[config.mk]
export PLATFORM = sky130hd
export DESIGN_NAME = queue_release_scheduler_flat
export DESIGN_NICKNAME = d
export VERILOG_FILES = /design/src/rtl/queue_release_scheduler_pkg.sv /design/src/rtl/queue_release_scheduler_if.sv /design/src/rtl/queue_release_scheduler_fifo.sv /design/src/rtl/queue_release_scheduler.sv /design/src/flat_wrapper.sv
export SDC_FILE = /design/constraint.sdc
export NUM_CORES = 1
export LEC_CHECK = 0
export BUFFER_PORTS_ARGS = -buffer_cell sky130_fd_sc_hd__clkbuf_2
export CELL_PAD_IN_SITES_DETAIL_PLACEMENT = 2
export CELL_PAD_IN_SITES_GLOBAL_PLACEMENT = 2
export CORE_MARGIN = 3
export CORE_UTILIZATION = 51
export DETAILED_ROUTE_END_ITERATION = 7
export GPL_ROUTABILITY_DRIVEN = 0
export GPL_TIMING_DRIVEN = 0
export PLACE_DENSITY = 0.95
export SLEW_MARGIN = 20
export SYNTH_ARGS = -nofsm -noshare
export SYNTH_HDL_FRONTEND = slang
export SYNTH_SLANG_ARGS = --single-unit
[constraint.sdc]
create_clock -name i_clk -period 9.57 [get_ports i_clk]
set_clock_uncertainty 0.15 [all_clocks]
set_input_delay 1.914 -clock i_clk [delete_from_list [all_inputs] [get_ports i_clk]]
set_output_delay 1.914 -clock i_clk [all_outputs]
set_load 0.005 [all_outputs]
[src/rtl/queue_release_scheduler_pkg.sv]
// Shared widths, FIFO geometry, watchdog limit and FSM encodings for the
// queue release scheduler.
package queue_release_scheduler_pkg;

    localparam int QID_W      = 5;
    localparam int FRAG_W     = 4;
    localparam int FIFO_DEPTH = 32;
    localparam int FIFO_AW    = $clog2(FIFO_DEPTH);
    localparam int CNT_W      = FIFO_AW + 1;
    localparam int WDOG_W     = 8;

    localparam logic [WDOG_W-1:0] WDOG_LIMIT = 8'd255;

    typedef enum logic [1:0] {
        ST_IDLE = 2'd0,
        ST_LOAD = 2'd1,
        ST_REQ  = 2'd2,
        ST_FREE = 2'd3
    } state_t;

    typedef struct packed {
        logic [QID_W-1:0]  queue_id;
        logic [FRAG_W-1:0] frag_num;
    } entry_t;

endpackage

[src/rtl/queue_release_scheduler_if.sv]
// Completion, fragment-read, free and status signals of the scheduler.
// The master side drives completions and acks; the slave side is the scheduler.
interface queue_release_scheduler_if;
    import queue_release_scheduler_pkg::*;

    logic [QID_W-1:0]  iv_queue_id;
    logic [FRAG_W-1:0] iv_frag_num;
    logic              i_queue_complete_wr;
    logic [QID_W-1:0]  ov_rd_queue_id;
    logic [FRAG_W-1:0] ov_rd_frag_id;
    logic              o_rd_req;
    logic              i_rd_ack;
    logic [QID_W-1:0]  ov_queue_id_free;
    logic              o_queue_id_free_wr;
    logic [CNT_W-1:0]  ov_pending_cnt;
    logic              o_overflow_pulse;
    logic              o_illegal_pulse;
    logic              o_timeout_pulse;

    modport master (
        output iv_queue_id, iv_frag_num, i_queue_complete_wr, i_rd_ack,
        input  ov_rd_queue_id, ov_rd_frag_id, o_rd_req, ov_queue_id_free,
               o_queue_id_free_wr, ov_pending_cnt, o_overflow_pulse,
               o_illegal_pulse, o_timeout_pulse
    );

    modport slave (
        input  iv_queue_id, iv_frag_num, i_queue_complete_wr, i_rd_ack,
        output ov_rd_queue_id, ov_rd_frag_id, o_rd_req, ov_queue_id_free,
               o_queue_id_free_wr, ov_pending_cnt, o_overflow_pulse,
               o_illegal_pulse, o_timeout_pulse
    );

endinterface

[src/rtl/queue_release_scheduler_fifo.sv]
// 32x9 completion FIFO with a registered read port and an occupancy count.
// Writes when full and reads when empty are ignored.
module completion_fifo
    import queue_release_scheduler_pkg::*;
(
    input  logic             clk,
    input  logic             rst_n,
    input  logic             wr_en,
    input  entry_t           wr_data,
    input  logic             rd_en,
    output entry_t           rd_data,
    output logic             full,
    output logic             empty,
    output logic [CNT_W-1:0] usedw
);

    entry_t             mem [FIFO_DEPTH];
    logic [FIFO_AW-1:0] wr_ptr;
    logic [FIFO_AW-1:0] rd_ptr;
    logic               do_wr;
    logic               do_rd;

    assign full  = (usedw == CNT_W'(FIFO_DEPTH));
    assign empty = (usedw == '0);
    assign do_wr = wr_en && !full;
    assign do_rd = rd_en && !empty;

    // Storage carries no reset; only the pointers and count define contents.
    always_ff @(posedge clk) begin
        if (do_wr) begin
            mem[wr_ptr] <= wr_data;
        end
    end

    always_ff @(posedge clk or negedge rst_n) begin
        if (!rst_n) begin
            wr_ptr  <= '0;
            rd_ptr  <= '0;
            rd_data <= '0;
            usedw   <= '0;
        end else begin
            if (do_wr) begin
                wr_ptr <= wr_ptr + 1'b1;
            end
            if (do_rd) begin
                rd_ptr  <= rd_ptr + 1'b1;
                rd_data <= mem[rd_ptr];
            end
            case ({do_wr, do_rd})
                2'b10:   usedw <= usedw + 1'b1;
                2'b01:   usedw <= usedw - 1'b1;
                default: usedw <= usedw;
            endcase
        end
    end

endmodule

[src/rtl/queue_release_scheduler.sv]
// Buffers completed packets and drains them one queue at a time, fragment by
// fragment, returning each queue id once drained or abandoned by the watchdog.
module queue_release_scheduler
    import queue_release_scheduler_pkg::*;
(
    input logic                      i_clk,
    input logic                      i_rst_n,
    queue_release_scheduler_if.slave bus
);

    state_t            state;
    state_t            state_next;
    entry_t            wr_entry;
    entry_t            head;
    logic              strobe_legal;
    logic              fifo_rd;
    logic              fifo_full;
    logic              fifo_empty;
    logic [CNT_W-1:0]  fifo_usedw;
    logic [QID_W-1:0]  cur_id;
    logic [FRAG_W-1:0] cur_num;
    logic [FRAG_W-1:0] frag_cnt;
    logic [QID_W-1:0]  free_id;
    logic [WDOG_W-1:0] wdog;
    logic              last_frag;
    logic              wdog_expire;
    logic              rd_req;
    logic              free_wr;
    logic              timeout_pulse;
    logic              overflow_q;
    logic              illegal_q;

    assign strobe_legal = bus.i_queue_complete_wr && (bus.iv_frag_num != '0);
    assign wr_entry     = '{queue_id: bus.iv_queue_id, frag_num: bus.iv_frag_num};
    assign last_frag    = (frag_cnt == cur_num - FRAG_W'(1));
    // Expiry fires in the unacknowledged request cycle that brings the count to the limit.
    assign wdog_expire  = !bus.i_rd_ack && (wdog == WDOG_LIMIT - WDOG_W'(1));

    completion_fifo u_fifo (
        .clk     (i_clk),
        .rst_n   (i_rst_n),
        .wr_en   (strobe_legal),
        .wr_data (wr_entry),
        .rd_en   (fifo_rd),
        .rd_data (head),
        .full    (fifo_full),
        .empty   (fifo_empty),
        .usedw   (fifo_usedw)
    );

    always_ff @(posedge i_clk or negedge i_rst_n) begin
        if (!i_rst_n) begin
            state <= ST_IDLE;
        end else begin
            state <= state_next;
        end
    end

    always_comb begin
        state_next = state;
        case (state)
            ST_IDLE: if (!fifo_empty) state_next = ST_LOAD;
            ST_LOAD: state_next = ST_REQ;
            ST_REQ:  if ((bus.i_rd_ack && last_frag) || wdog_expire) state_next = ST_FREE;
            ST_FREE: state_next = ST_IDLE;
            default: state_next = ST_IDLE;
        endcase
    end

    always_comb begin
        fifo_rd       = 1'b0;
        rd_req        = 1'b0;
        free_wr       = 1'b0;
        timeout_pulse = 1'b0;
        case (state)
            ST_IDLE: fifo_rd = !fifo_empty;
            ST_REQ: begin
                rd_req        = 1'b1;
                timeout_pulse = wdog_expire;
            end
            ST_FREE: free_wr = 1'b1;
            default: ;
        endcase
    end

    // Drain context only changes on edges into REQ/FREE, so outputs hold elsewhere.
    always_ff @(posedge i_clk or negedge i_rst_n) begin
        if (!i_rst_n) begin
            cur_id     <= '0;
            cur_num    <= '0;
            frag_cnt   <= '0;
            free_id    <= '0;
            wdog       <= '0;
            overflow_q <= 1'b0;
            illegal_q  <= 1'b0;
        end else begin
            overflow_q <= strobe_legal && fifo_full;
            illegal_q  <= bus.i_queue_complete_wr && (bus.iv_frag_num == '0);
            if (state == ST_LOAD) begin
                cur_id   <= head.queue_id;
                cur_num  <= head.frag_num;
                frag_cnt <= '0;
                wdog     <= '0;
            end
            if (state == ST_REQ) begin
                if (bus.i_rd_ack) begin
                    wdog <= '0;
                    if (!last_frag) begin
                        frag_cnt <= frag_cnt + 1'b1;
                    end
                end else begin
                    wdog <= wdog + 1'b1;
                end
                if (state_next == ST_FREE) begin
                    free_id <= cur_id;
                end
            end
        end
    end

    assign bus.ov_rd_queue_id     = cur_id;
    assign bus.ov_rd_frag_id      = frag_cnt;
    assign bus.o_rd_req           = rd_req;
    assign bus.ov_queue_id_free   = free_id;
    assign bus.o_queue_id_free_wr = free_wr;
    assign bus.ov_pending_cnt     = fifo_usedw;
    assign bus.o_overflow_pulse   = overflow_q;
    assign bus.o_illegal_pulse    = illegal_q;
    assign bus.o_timeout_pulse    = timeout_pulse;

endmodule

[src/flat_wrapper.sv]
// flat-port wrapper written by rule: the top's interface ports become plain ports
module queue_release_scheduler_flat import queue_release_scheduler_pkg::*;
  (i_clk, i_rst_n, bus_iv_queue_id, bus_iv_frag_num, bus_i_queue_complete_wr, bus_i_rd_ack, bus_ov_rd_queue_id, bus_ov_rd_frag_id, bus_o_rd_req, bus_ov_queue_id_free, bus_o_queue_id_free_wr, bus_ov_pending_cnt, bus_o_overflow_pulse, bus_o_illegal_pulse, bus_o_timeout_pulse);
  queue_release_scheduler_if bus_i ();
  input logic i_clk;
  input logic i_rst_n;
  input wire logic [$bits(bus_i.iv_queue_id)-1:0] bus_iv_queue_id;
  input wire logic [$bits(bus_i.iv_frag_num)-1:0] bus_iv_frag_num;
  input wire logic [$bits(bus_i.i_queue_complete_wr)-1:0] bus_i_queue_complete_wr;
  input wire logic [$bits(bus_i.i_rd_ack)-1:0] bus_i_rd_ack;
  output wire logic [$bits(bus_i.ov_rd_queue_id)-1:0] bus_ov_rd_queue_id;
  output wire logic [$bits(bus_i.ov_rd_frag_id)-1:0] bus_ov_rd_frag_id;
  output wire logic [$bits(bus_i.o_rd_req)-1:0] bus_o_rd_req;
  output wire logic [$bits(bus_i.ov_queue_id_free)-1:0] bus_ov_queue_id_free;
  output wire logic [$bits(bus_i.o_queue_id_free_wr)-1:0] bus_o_queue_id_free_wr;
  output wire logic [$bits(bus_i.ov_pending_cnt)-1:0] bus_ov_pending_cnt;
  output wire logic [$bits(bus_i.o_overflow_pulse)-1:0] bus_o_overflow_pulse;
  output wire logic [$bits(bus_i.o_illegal_pulse)-1:0] bus_o_illegal_pulse;
  output wire logic [$bits(bus_i.o_timeout_pulse)-1:0] bus_o_timeout_pulse;
  assign bus_i.iv_queue_id = bus_iv_queue_id;
  assign bus_i.iv_frag_num = bus_iv_frag_num;
  assign bus_i.i_queue_complete_wr = bus_i_queue_complete_wr;
  assign bus_i.i_rd_ack = bus_i_rd_ack;
  assign bus_ov_rd_queue_id = bus_i.ov_rd_queue_id;
  assign bus_ov_rd_frag_id = bus_i.ov_rd_frag_id;
  assign bus_o_rd_req = bus_i.o_rd_req;
  assign bus_ov_queue_id_free = bus_i.ov_queue_id_free;
  assign bus_o_queue_id_free_wr = bus_i.o_queue_id_free_wr;
  assign bus_ov_pending_cnt = bus_i.ov_pending_cnt;
  assign bus_o_overflow_pulse = bus_i.o_overflow_pulse;
  assign bus_o_illegal_pulse = bus_i.o_illegal_pulse;
  assign bus_o_timeout_pulse = bus_i.o_timeout_pulse;
  queue_release_scheduler u_core (.i_clk(i_clk), .i_rst_n(i_rst_n), .bus(bus_i));
endmodule
Yosys cells after proc, flatten, opt, wreduce, memory -nomap -nowiden
Memory sizes are Yosys's and may differ from the RTL's. A register that Yosys moved wholly into a read port is not among the register bits.
Index checks and enable logic that the tools add are counted.
- flip-flop bits (word level): 46
- memory bits (writable): 288
- input bits: 13
- logic and storage cells: 64
- memories: 1
- $add $sub $neg: 7
- eq/ne operators: 9
- mux-type cells: 17
- reduce and logical (&&, ||, !) cells: 19
- memory list (memory ; depth ; bits a word ; rd ports ; clocked after Yosys merged registers in ; write ports ; line ; RTL):
    u_core.u_fifo.mem ; 32 ; 9 ; 1 ; 1 ; 1 ; queue_release_scheduler_fifo.sv:17 ; entry_t mem [FIFO_DEPTH];
- operators with widths (kind ; number):
    2-to-1 mux 8 bit ; 3
    2-to-1 mux 4 bit ; 4
    case mux 6 bit (2 select lines) ; 1
    adder 5 x 1 -> 5 bit (second input constant) ; 2
    adder 8 x 1 -> 8 bit (second input constant) ; 1
    == test 2 bit (second input constant) ; 4
    == test 8 bit (second input constant) ; 1
    case mux 2 bit (4 select lines) ; 1
    logical AND 1 bit ; 7
    adder 6 x 1 -> 6 bit (second input constant) ; 1
    == test 6 bit (second input constant) ; 1
    logical NOT 6 bit ; 1
    2-to-1 mux 1 bit ; 6
    subtractor 6 x 1 -> 6 bit (second input constant) ; 1
    adder 4 x 1 -> 4 bit (second input constant) ; 1
    == test 2 x 1 -> 1 bit (second input constant) ; 2
    == test 4 bit ; 1
    logical NOT 1 bit ; 4
    logical NOT 4 bit ; 1
    2-to-1 mux 2 bit ; 2
    nonzero test 2 bit ; 2
    nonzero test 4 bit ; 1
    subtractor 4 x 1 -> 4 bit (second input constant) ; 1
    logical NOT 2 bit ; 1
    other kinds (2) ; 2

Longest topological paths before layout
Gate-level depths: netlist of the first run.
- depth in word-level cells: 8
- depth in mapped cells: 13
- mapped depth without buffers: 12

By module
From an unflattened synthesis of the first run, not the netlist that was laid out.
- cells, all modules: 831
- area, all modules: 14147.3 µm²
- modules (own cells, without submodules) (module ; times used ; cells an instance ; area an instance (µm²)):
    completion_fifo ; 1 ; 684 ; 12570.8
    queue_release_scheduler ; 1 ; 147 ; 1576.5

Worst setup path after synthesis of the first run
Ideal clock, no wire load.
- kind: input to register
- start: input bus_iv_frag_num[1]
- end: register u_core.u_fifo.usedw[4]
- data arrival time: 4094 ps
- data required time: 9296 ps
- path slack: 5202 ps
- cell stages on the path: 12
- cell sequence: o41ai_1 -> a31oi_2 -> inv_1 -> ha_1 -> clkbuf_1 -> xor2_1 -> ha_1 -> a21o_1 -> a22oi_1 -> o221a_1 -> nor2_1 -> xnor2_1
- longest elaborated chain between the ends: 5
- RTL lines (item ; line ; RTL):
    start, declared ; flat_wrapper.sv:8 ; input wire logic [$bits(bus_i.iv_frag_num)-1:0] bus_iv_frag_num;
    nonzero test 4 bit * ; queue_release_scheduler.sv:33 ; assign strobe_legal = bus.i_queue_complete_wr && (bus.iv_frag_num != '0);
    logical AND 1 bit * ; queue_release_scheduler.sv:33 ;
    logical AND 1 bit * ; queue_release_scheduler_fifo.sv:25 ; assign do_wr = wr_en && !full;
    == test 2 x 1 -> 1 bit / == test 2 bit (equally long branches) ; queue_release_scheduler_fifo.sv:49 ; case ({do_wr, do_rd})
    case mux 6 bit (2 select lines) / nonzero test 2 bit (equally long branches) ; -- ;
    end signal, assigned ; queue_release_scheduler_fifo.sv:50 ; 2'b10: usedw <= usedw + 1'b1;
    end signal, assigned ; queue_release_scheduler_fifo.sv:51 ; 2'b01: usedw <= usedw - 1'b1;
    end signal, assigned ; queue_release_scheduler_fifo.sv:52 ; default: usedw <= usedw;
    end, declared ; queue_release_scheduler_fifo.sv:14 ; output logic [CNT_W-1:0] usedw
Mark *: on every way between the ends. The rest lies on a longest branch, timed or not.
A chain may end at the register's enable or synchronous reset.

Final worst setup path of the first run
- start: input bus_iv_frag_num[0]
- end: register u_core.u_fifo.usedw[4]
Same word-level chain as after synthesis.

==> out/qor.csv, run 1 <==
stage,metric,value,unit
status,outcome,finished clean,
timing,period_share,58.4,%
min_path,hp-class,flip-flop to flip-flop,
clock_tree,root_buffer,clkbuf_16,
synth,ys_seq_area_share,70.2,%
timing,finalSetupViolCount,0,
die,row_count,60,
synth,synth_edf_count,288,
critical_path,worstSetupStartpointType,primary input,
timing,min_period,5590,ps
route,ant_nets,0,
finish,seq_area,0.0100,sq mm
synth,synth_cell_type_count,63,
clock_tree,cts_buffers,37,
die,start_util,52.4,%
timing,max_freq,0.179,GHz
clock_tree,htreeDepth,2,
finish,postLayoutCellArea,0.0162,sq mm
placement,io_buffers,37,
timing,tns,0,ps
die,die_h,173,microns
critical_path,critical_path_buf_inv_count,3,
finish,multi_input_area,0.00391,sq mm
timing,rsz0062_at_grt,false,
synth,syn_nets,901,
finish,fillCellCount,2281,
die,io_pins,38,
critical_path,cp_data_arrival_time,5880,ps
route,drt_iter0_markers,1006,
power,irDropWorstVdd,219,uV
critical_path,cpMaxStageDelayCell,o41ai_1,
placement,place_area,0.0149,sq mm
critical_path,worstPathCellList,clkbuf_2 -> o41ai_1 -> a31oi_2 -> inv_1 -> ha_1 -> clkbuf_1 -> xor2_1 -> ha_1 -> a21o_1 -> a22oi_1 -> o221a_1 -> nor2_1 -> xnor2_1,
route,drt-total-wl,49.6,mm
critical_path,crit_type,primary input to flip-flop,
route,first_pass_iters,6,
timing,whs,359,ps
die,dieArea,0.0300,sq mm
finish,fin_util,59.5,%
timing,hold_viol,0,
finish,syn2layout_area_growth,13.6,%
critical_path,cp_common_cell,ha_1,
synth,ys.flop_type,edfxtp_1,
global_routing,grt_pass1_vias,9721,
synth,synth_seq_cells,343,
global_routing,grt_max_degree,39,
die,core-area,0.0273,sq mm
clock_tree,cts_tree,yes,
critical_path,rr_startpoint,u_core.u_fifo.usedw[2],
placement,dp_slack,3720,ps
power,powerDensity,332,mW/mm^2
clock_tree,cts_setup_buffers,0,
timing,drv_slew,0,
clock_tree,clock_sinks,343,
critical_path,cp-startpoint,bus_iv_frag_num[0],
synth,yosysWarnings,0,
critical_path,critPathCaptureType,flip-flop,
finish,layout_common_cells,"edfxtp_1 (288), mux2i_1 (146), dfrtp_1 (55)",
clock_tree,cts_resized,0,
synth,synth_area,0.0143,sq mm
synth,synthCells,871,
critical_path,slowest_delay,850,ps
min_path,hp-start,u_core.bus.ov_queue_id_free[2],
global_routing,grt_overflow,0,
global_routing,grt_pass1_wl,72.3,mm
timing,max_slew_margin,24.3,%
power,leakage,0.00583,uW
clock_tree,ctsHoldBuffers,0,
global_routing,grt_usage,33.2,%
route,vias,8880,
global_routing,antenna_found_initial,2,
synth,syn_avg_cell_area,16.4,sq um
finish,drive_above_1_share,17.6,%
finish,layout_commonest_cell,edfxtp_1,
critical_path,worst_path_dominant_cell_family,compound AO/OA/AOI/OAI gates,
route,drc,0,
clock_tree,clock_path_buffers,3,
critical_path,critPathRequiredTime,9860,ps
route,routedWlPerCell,36.8,microns
timing,worstMarginPinSlew,1130,ps
route,viasPerCell,6.58,
clock_tree,clk_pin_slew,60,ps
timing,worst_slack,3980,ps
critical_path,cp_max_fo,34,
die,die_x,173,microns
synth,async_flop_share,16.0,%
placement,dp_hpwl,28.7,mm
job,maxCapViolations,0,
finish,final_net_count,978,
clock_tree,worstSkewPairLatency,550,ps
[synthesized netlist by cell type (9+ instances only)]
library cell	count	area (sq um)
ha_1	17	213
buf_4	9	67.6
o21ai_0	12	60.1
xnor2_1	14	123
mux2_2	9	101
inv_1	11	41.3
o22ai_1	11	68.8
nand2_1	36	135
a22oi_1	38	285
clkbuf_1	13	48.8
dfrtp_1	55	1380
a22o_1	19	166
a221oi_2	9	135
a221oi_1	9	78.8
o41ai_2	9	146
buf_2	9	45.0
mux2i_1	146	1460
a21oi_1	26	130
nor2_1	43	161
edfxtp_1	288	8650
[final cells by class]
type                            count  area share (%)
Sequential cell                   343            61.8
Multi-Input combinational cell    471            24.1
Clock buffer                       41            5.86
Tap cell                          372            2.87
Clock inverter                     26            1.93
Buffer                             45            1.86
Timing Repair Buffer               38            1.28
Inverter                           12           0.278
Antenna cell                        1          0.0154
[worst register-to-register path: stages, from the launching register on]
cell      delay [ps]
dfrtp_1          450
clkbuf_1         280
or4_1            570
o31ai_4          360
inv_2            180
ha_1             250
clkbuf_1         270
xor2_1           230
ha_1             280
a21o_1           210
a22oi_1          200
o221a_1          250
nor2_1            80
xnor2_1          150
[state kept, by name (all words and copies together) (netlist names)]
signal,count
u_core.bus.ov_queue_id_free,5
u_core.bus.o_overflow_pulse,1
u_core.wdog,8
u_core.bus.o_illegal_pulse,1
u_core.state,2
u_core.u_fifo.wr_ptr,5
u_core.u_fifo.usedw,6
u_core.u_fifo.rd_ptr,5
u_core.cur_num,4
u_core.u_fifo.rd_data,9
u_core.u_fifo.mem,288
u_core.bus.ov_rd_frag_id,4
u_core.bus.ov_rd_queue_id,5
[through the flow]
stage,total power (uW),std cells
finish,5380,1349
global route,5540,1349
CTS,5360,1348
detailed placement,3710,1281
global placement,3510,1280
floorplan,3060,871
[cells by family after synthesis]
| kind of cell | share of synthesized area (%) |
|---|---|
| and+or+nand+nor | 4.36 |
| buffers and inverters | 2.43 |
| DFF | 70.2 |
| AOI/OAI and AO/OA | 8.45 |
| muxes | 11.6 |
| adders and majority gates | 1.49 |
| xor gates and xnor gates | 1.51 |
[per-layer routing]
| layer | wire, microns | up-vias | GRT usage (%) | part of all wire [%] |
|---|---|---|---|---|
| met2 | 24900 | 488 | 56.2 | 50 |
| met5 | 13 | - | 0 | 0.026 |
| met3 | 3340 | 140 | 6.33 | 6.7 |
| met1 | 19100 | 4693 | 41.7 | 39 |
| met4 | 2320 | 2 | 14.6 | 4.7 |
| li1 | - | 3557 | - | - |
[final timing paths]
check / endpoint / cells after the start / slack [ps]
worst max-delay path: u_core.u_fifo.usedw[4] / 13 / 3980
worst min register to register: u_core.bus.ov_queue_id_free[2] / 1 / 360
worst min-delay path: u_core.bus.ov_queue_id_free[2] / 1 / 360
worst max register to register: u_core.u_fifo.usedw[4] / 13 / 5520
min in group asynchronous: u_core.wdog[5] / 1 / 1160
max in group asynchronous: u_core.bus.ov_rd_queue_id[2] / 2 / 7560
[power breakdown]
| part | switching, uW | internal, uW |
|---|---|---|
| Combinational | 1200 | 669 |
| Sequential | 164 | 1790 |
| Clock | 648 | 910 |
Note: power is estimated with default switching activity, not from simulation.
==> inputs of run 2 (changes only) <==
--- a/config.mk
+++ b/config.mk
@@ -5,15 +5,16 @@
 export SDC_FILE = /design/constraint.sdc
 export NUM_CORES = 1
 export LEC_CHECK = 0
+export ABC_AREA = 1
 export BUFFER_PORTS_ARGS = -buffer_cell sky130_fd_sc_hd__clkbuf_2
 export CELL_PAD_IN_SITES_DETAIL_PLACEMENT = 2
 export CELL_PAD_IN_SITES_GLOBAL_PLACEMENT = 2
 export CORE_MARGIN = 3
-export CORE_UTILIZATION = 51
+export CORE_UTILIZATION = 39
 export DETAILED_ROUTE_END_ITERATION = 7
 export GPL_ROUTABILITY_DRIVEN = 0
 export GPL_TIMING_DRIVEN = 0
-export PLACE_DENSITY = 0.95
+export PLACE_DENSITY = 0.87
 export SLEW_MARGIN = 20
 export SYNTH_ARGS = -nofsm -noshare
 export SYNTH_HDL_FRONTEND = slang
==> constraint.sdc (replaced) <==
create_clock -name i_clk -period 5.1 [get_ports i_clk]
set_clock_uncertainty 0.15 [all_clocks]
set_input_delay 1.02 -clock i_clk [delete_from_list [all_inputs] [get_ports i_clk]]
set_output_delay 1.02 -clock i_clk [all_outputs]
set_load 0.005 [all_outputs]
==> run 2 against run 1 <==
Synthesized area rose by 0.43%. Sequential share of layout area is 0.39 points lower. Flip-flop and latch count stayed put. Critical path type unchanged. Highest routed layer is now met4.
==> out/qor.csv, run 2 <==
stage,metric,value,unit,change
timing,rsz0062_at_grt,false,,unchanged
finish,diodes,0,,was 1
critical_path,cpMaxStageDelayCell,clkbuf_2,,was o41ai_1
clock_tree,cts_tree,yes,,unchanged
synth,yosys.area.top_type,edfxtp_1,,unchanged
global_routing,grt_pass1_vias,11996,,was 9721
placement,dp_hpwl,34.7,mm,was 28.7 mm
clock_tree,clk_pin_slew,60,ps,about the same
synth,ys.flop_type,edfxtp_1,,unchanged
clock_tree,clock_sinks,343,,unchanged
timing,tns,0,ps,unchanged
die,dieArea,0.0391,sq mm,was 0.0300 sq mm
timing,min_period,4250,ps,
timing,worstMarginPinSlew,1180,ps,was 1130 ps
finish,registers.top_by_ff_count,u_core.u_fifo.mem,,unchanged
die,start_util,39.9,%,was 52.4%
min_path,hp-class,primary input to async pin,,was flip-flop to flip-flop
finish,fillCellCount,3633,,was 2281
synth,synth_seq_cells,343,,unchanged
clock_tree,clock_path_buffers,3,,unchanged
synth,synth_top_area_share,60.3,%,was 60.6%
power,leakage,0.00592,uW,was 0.00583 uW
critical_path,worst_path_dominant_cell_family,simple AND/OR/NAND/NOR gates,,was compound AO/OA/AOI/OAI gates
clock_tree,ctsHoldBuffers,0,,unchanged
finish,final_net_count,1334,,was 978
route,drt_iter0_markers,1277,,was 1006
clock_tree,cts_resized,0,,unchanged
finish,syn2layout_area_growth,13.8,%,was 13.6%
critical_path,critical_path_buf_inv_count,4,,was 3
route,routedWlPerCell,31.1,microns,was 36.8 microns
critical_path,critPathRequiredTime,5360,ps,was 9860 ps
global_routing,grt_overflow,0,,unchanged
power,irDropWorstVdd,319,uV,was 219 uV
critical_path,worstPathCellList,clkbuf_2 -> nor4_2 -> nor2_1 -> nand2_1 -> ha_1 -> clkbuf_2 -> xnor2_1 -> inv_1 -> ha_1 -> inv_1 -> nand2_1 -> nand2_1 -> nand2_1 -> nand2_1 -> nand2_1 -> xor2_1 -> o21ai_0,,was clkbuf_2 -> o41ai_1 -> a31oi_2 -> inv_1 -> ha_1 -> clkbuf_1 -> xor2_1 -> ha_1 -> a21o_1 -> a22oi_1 -> o221a_1 -> nor2_1 -> xnor2_1
die,die_h,198,microns,was 173 microns
route,vias,10878,,was 8880
finish,largest_reg_flops,288,,unchanged
critical_path,worstSetupStartpointType,primary input,,unchanged
clock_tree,root_buffer,clkbuf_16,,unchanged
placement,dp_slack,592,ps,was 3720 ps
synth,synth_area,0.0143,sq mm,about the same
placement,io_buffers,37,,unchanged
global_routing,antenna_found_initial,1,,was 2
critical_path,cp_data_arrival_time,4510,ps,was 5880 ps
synth,syn_avg_cell_area,11.7,sq um,was 16.4 sq um
timing,drv_slew,0,,unchanged
die,die_x,198,microns,was 173 microns
synth,synth_cell_type_count,29,,was 63
timing,max_slew_margin,20.8,%,was 24.3%
power,powerDensity,631,mW/mm^2,was 332 mW/mm^2
die,row_count,69,,was 60
clock_tree,cts_buffers,38,,was 37
global_routing,grt_usage,28.6,%,was 33.2%
timing,worst_slack,851,ps,was 3980 ps
die,core-area,0.0359,sq mm,was 0.0273 sq mm
synth,async_flop_share,16.0,%,unchanged
synth,synth_edf_count,288,,unchanged
synth,synth_most_common_cell,edfxtp_1,,unchanged
critical_path,cp_max_fo,33,,was 34
finish,reg.largest.list,"u_core.u_fifo.mem x288, u_core.u_fifo.rd_data x9, u_core.wdog x8",,unchanged
job,maxCapViolations,0,,unchanged
clock_tree,htreeDepth,2,,unchanged
route,first_pass_iters,5,,was 6
finish,layout_commonest_cell,edfxtp_1,,unchanged
synth,ys_seq_area_share,69.9,%,was 70.2%
die,io_pins,38,,unchanged
critical_path,cp_common_cell,nand2_1,,was ha_1
global_routing,grt_max_degree,34,,was 39
critical_path,slowest_delay,580,ps,was 850 ps
timing,finalSetupViolCount,0,,unchanged
finish,drive_above_1_share,11.3,%,was 17.6%
finish,fin_util,45.4,%,was 59.5%
route,ant_nets,0,,unchanged
synth,syn_nets,1256,,was 901
route,viasPerCell,6.07,,was 6.58
timing,period_share,83.3,%,
route,drc,0,,unchanged
critical_path,critPathCaptureType,flip-flop,,unchanged
route,drt-total-wl,55.7,mm,was 49.6 mm
clock_tree,cts_setup_buffers,0,,unchanged
synth,yosysWarnings,0,,unchanged
synth,synth_common_cells,"edfxtp_1 (288), nor2_1 (224), o21ai_0 (152)",,"was edfxtp_1 (288), mux2i_1 (146), dfrtp_1 (55)"
synth,ys_top_cells_by_area,"edfxtp_1 (60%), dfrtp_1 (9.6%), nor2_1 (5.9%)",,"was edfxtp_1 (61%), mux2i_1 (10%), dfrtp_1 (9.6%)"
synth,synthCells,1226,,was 871
clock_tree,worstSkewPairLatency,530,ps,was 550 ps
global_routing,grt_pass1_wl,81.4,mm,was 72.3 mm
timing,max_freq,0.235,GHz,
status,outcome,finished clean,,unchanged
timing,hold_viol,0,,unchanged
critical_path,crit_type,primary input to flip-flop,,unchanged
finish,layout_common_cells,"edfxtp_1 (288), nor2_1 (212), o21ai_0 (152)",,"was edfxtp_1 (288), mux2i_1 (146), dfrtp_1 (55)"
[run 2: cell types whose count changed after synthesis, sizes merged, moves of 12 or more]
cell | previous run | this run
o21ai | 13 | 161
a22oi | 38 | 0
nand3 | 8 | 98
mux2i | 146 | 0
o211ai | 0 | 63
mux2 | 15 | 0
a221oi | 18 | 0
clkbuf | 14 | 26
inv | 12 | 74
nand2 | 36 | 111
nor2 | 43 | 224
a22o | 19 | 0
[run 2: layer usage]
layer	GRT usage (%)	share of wire, %
met5	0	0
met4	13.3	4.6
met3	3.86	7.0
met1	35.8	38
met2	49.3	50
[run 2: worst register-to-register path: stages, from the launching register on]
cell	delay (ps)
dfrtp_1	460
nor2_1	180
nand2_1	120
nor3_1	220
inv_1	150
nand2_1	190
inv_1	160
buf_2	270
ha_1	230
clkbuf_2	180
xnor2_1	320
inv_1	100
ha_1	210
inv_1	80
nand2_1	80
nand2_1	140
nand2_1	90
nand2_1	90
nand2_1	80
xor2_1	150
o21ai_0	280
[run 2: path summary, 6_finish.rpt]
check | from | to | slack [ps] | depth (start not counted)
max | bus_iv_frag_num[3] | u_core.u_fifo.usedw[4] | 850 | 17
min | i_rst_n | u_core.bus.ov_queue_id_free[1] | 290 | 1
max reg2reg | u_core.u_fifo.usedw[1] | u_core.u_fifo.usedw[4] | 1070 | 20
min reg2reg | u_core.bus.ov_queue_id_free[0] | u_core.bus.ov_queue_id_free[0] | 340 | 2
max in group asynchronous | i_rst_n | u_core.u_fifo.wr_ptr[0] | 3970 | 2
min in group i_clk | u_core.bus.ov_queue_id_free[0] | u_core.bus.ov_queue_id_free[0] | 340 | 2
[run 2: cell families after synthesis]
family	after synthesis	synth area share [%]
XOR/XNOR	19	1.16
buffers and inverters	139	4.33
flip-flops	343	69.9
AO/OA/AOI/OAI	267	10.5
AND/OR/NAND/NOR	441	12.6
adder cells (fa/ha/maj)	17	1.48
[run 2: cell type report]
class | instances | area, sq um | share of cell area, %
Buffer | 63 | 330 | 2.02
Clock buffer | 47 | 1020 | 6.22
Clock inverter | 21 | 154 | 0.943
Inverter | 76 | 290 | 1.78
Multi-Input combinational cell | 744 | 3720 | 22.8
Sequential cell | 343 | 10000 | 61.4
Tap cell | 461 | 577 | 3.53
Timing Repair Buffer | 38 | 208 | 1.27
[run 2: where the power goes]
part	total (uW)	switching, uW	internal (uW)	leakage (uW)
logic	4000	2990	1020	0.00206
clock network	2680	1170	1520	0.000565
registers	3610	244	3360	0.00329
total	10300	4400	5900	0.00592
[run 2: through the flow]
stage / hold slack, ps / instances / power (uW) / instance area (sq um)
6_report: 286 / 1793 / 10300 / 16300
3_3_place_gp: 307 / 1724 / 7050 / 15100
3_5_place_dp: 325 / 1725 / 7400 / 15100
2_1_floorplan: 299 / 1226 / 5710 / 14300
4_1_cts: 293 / 1793 / 10200 / 16300
5_1_grt: 304 / 1793 / 10700 / 16300
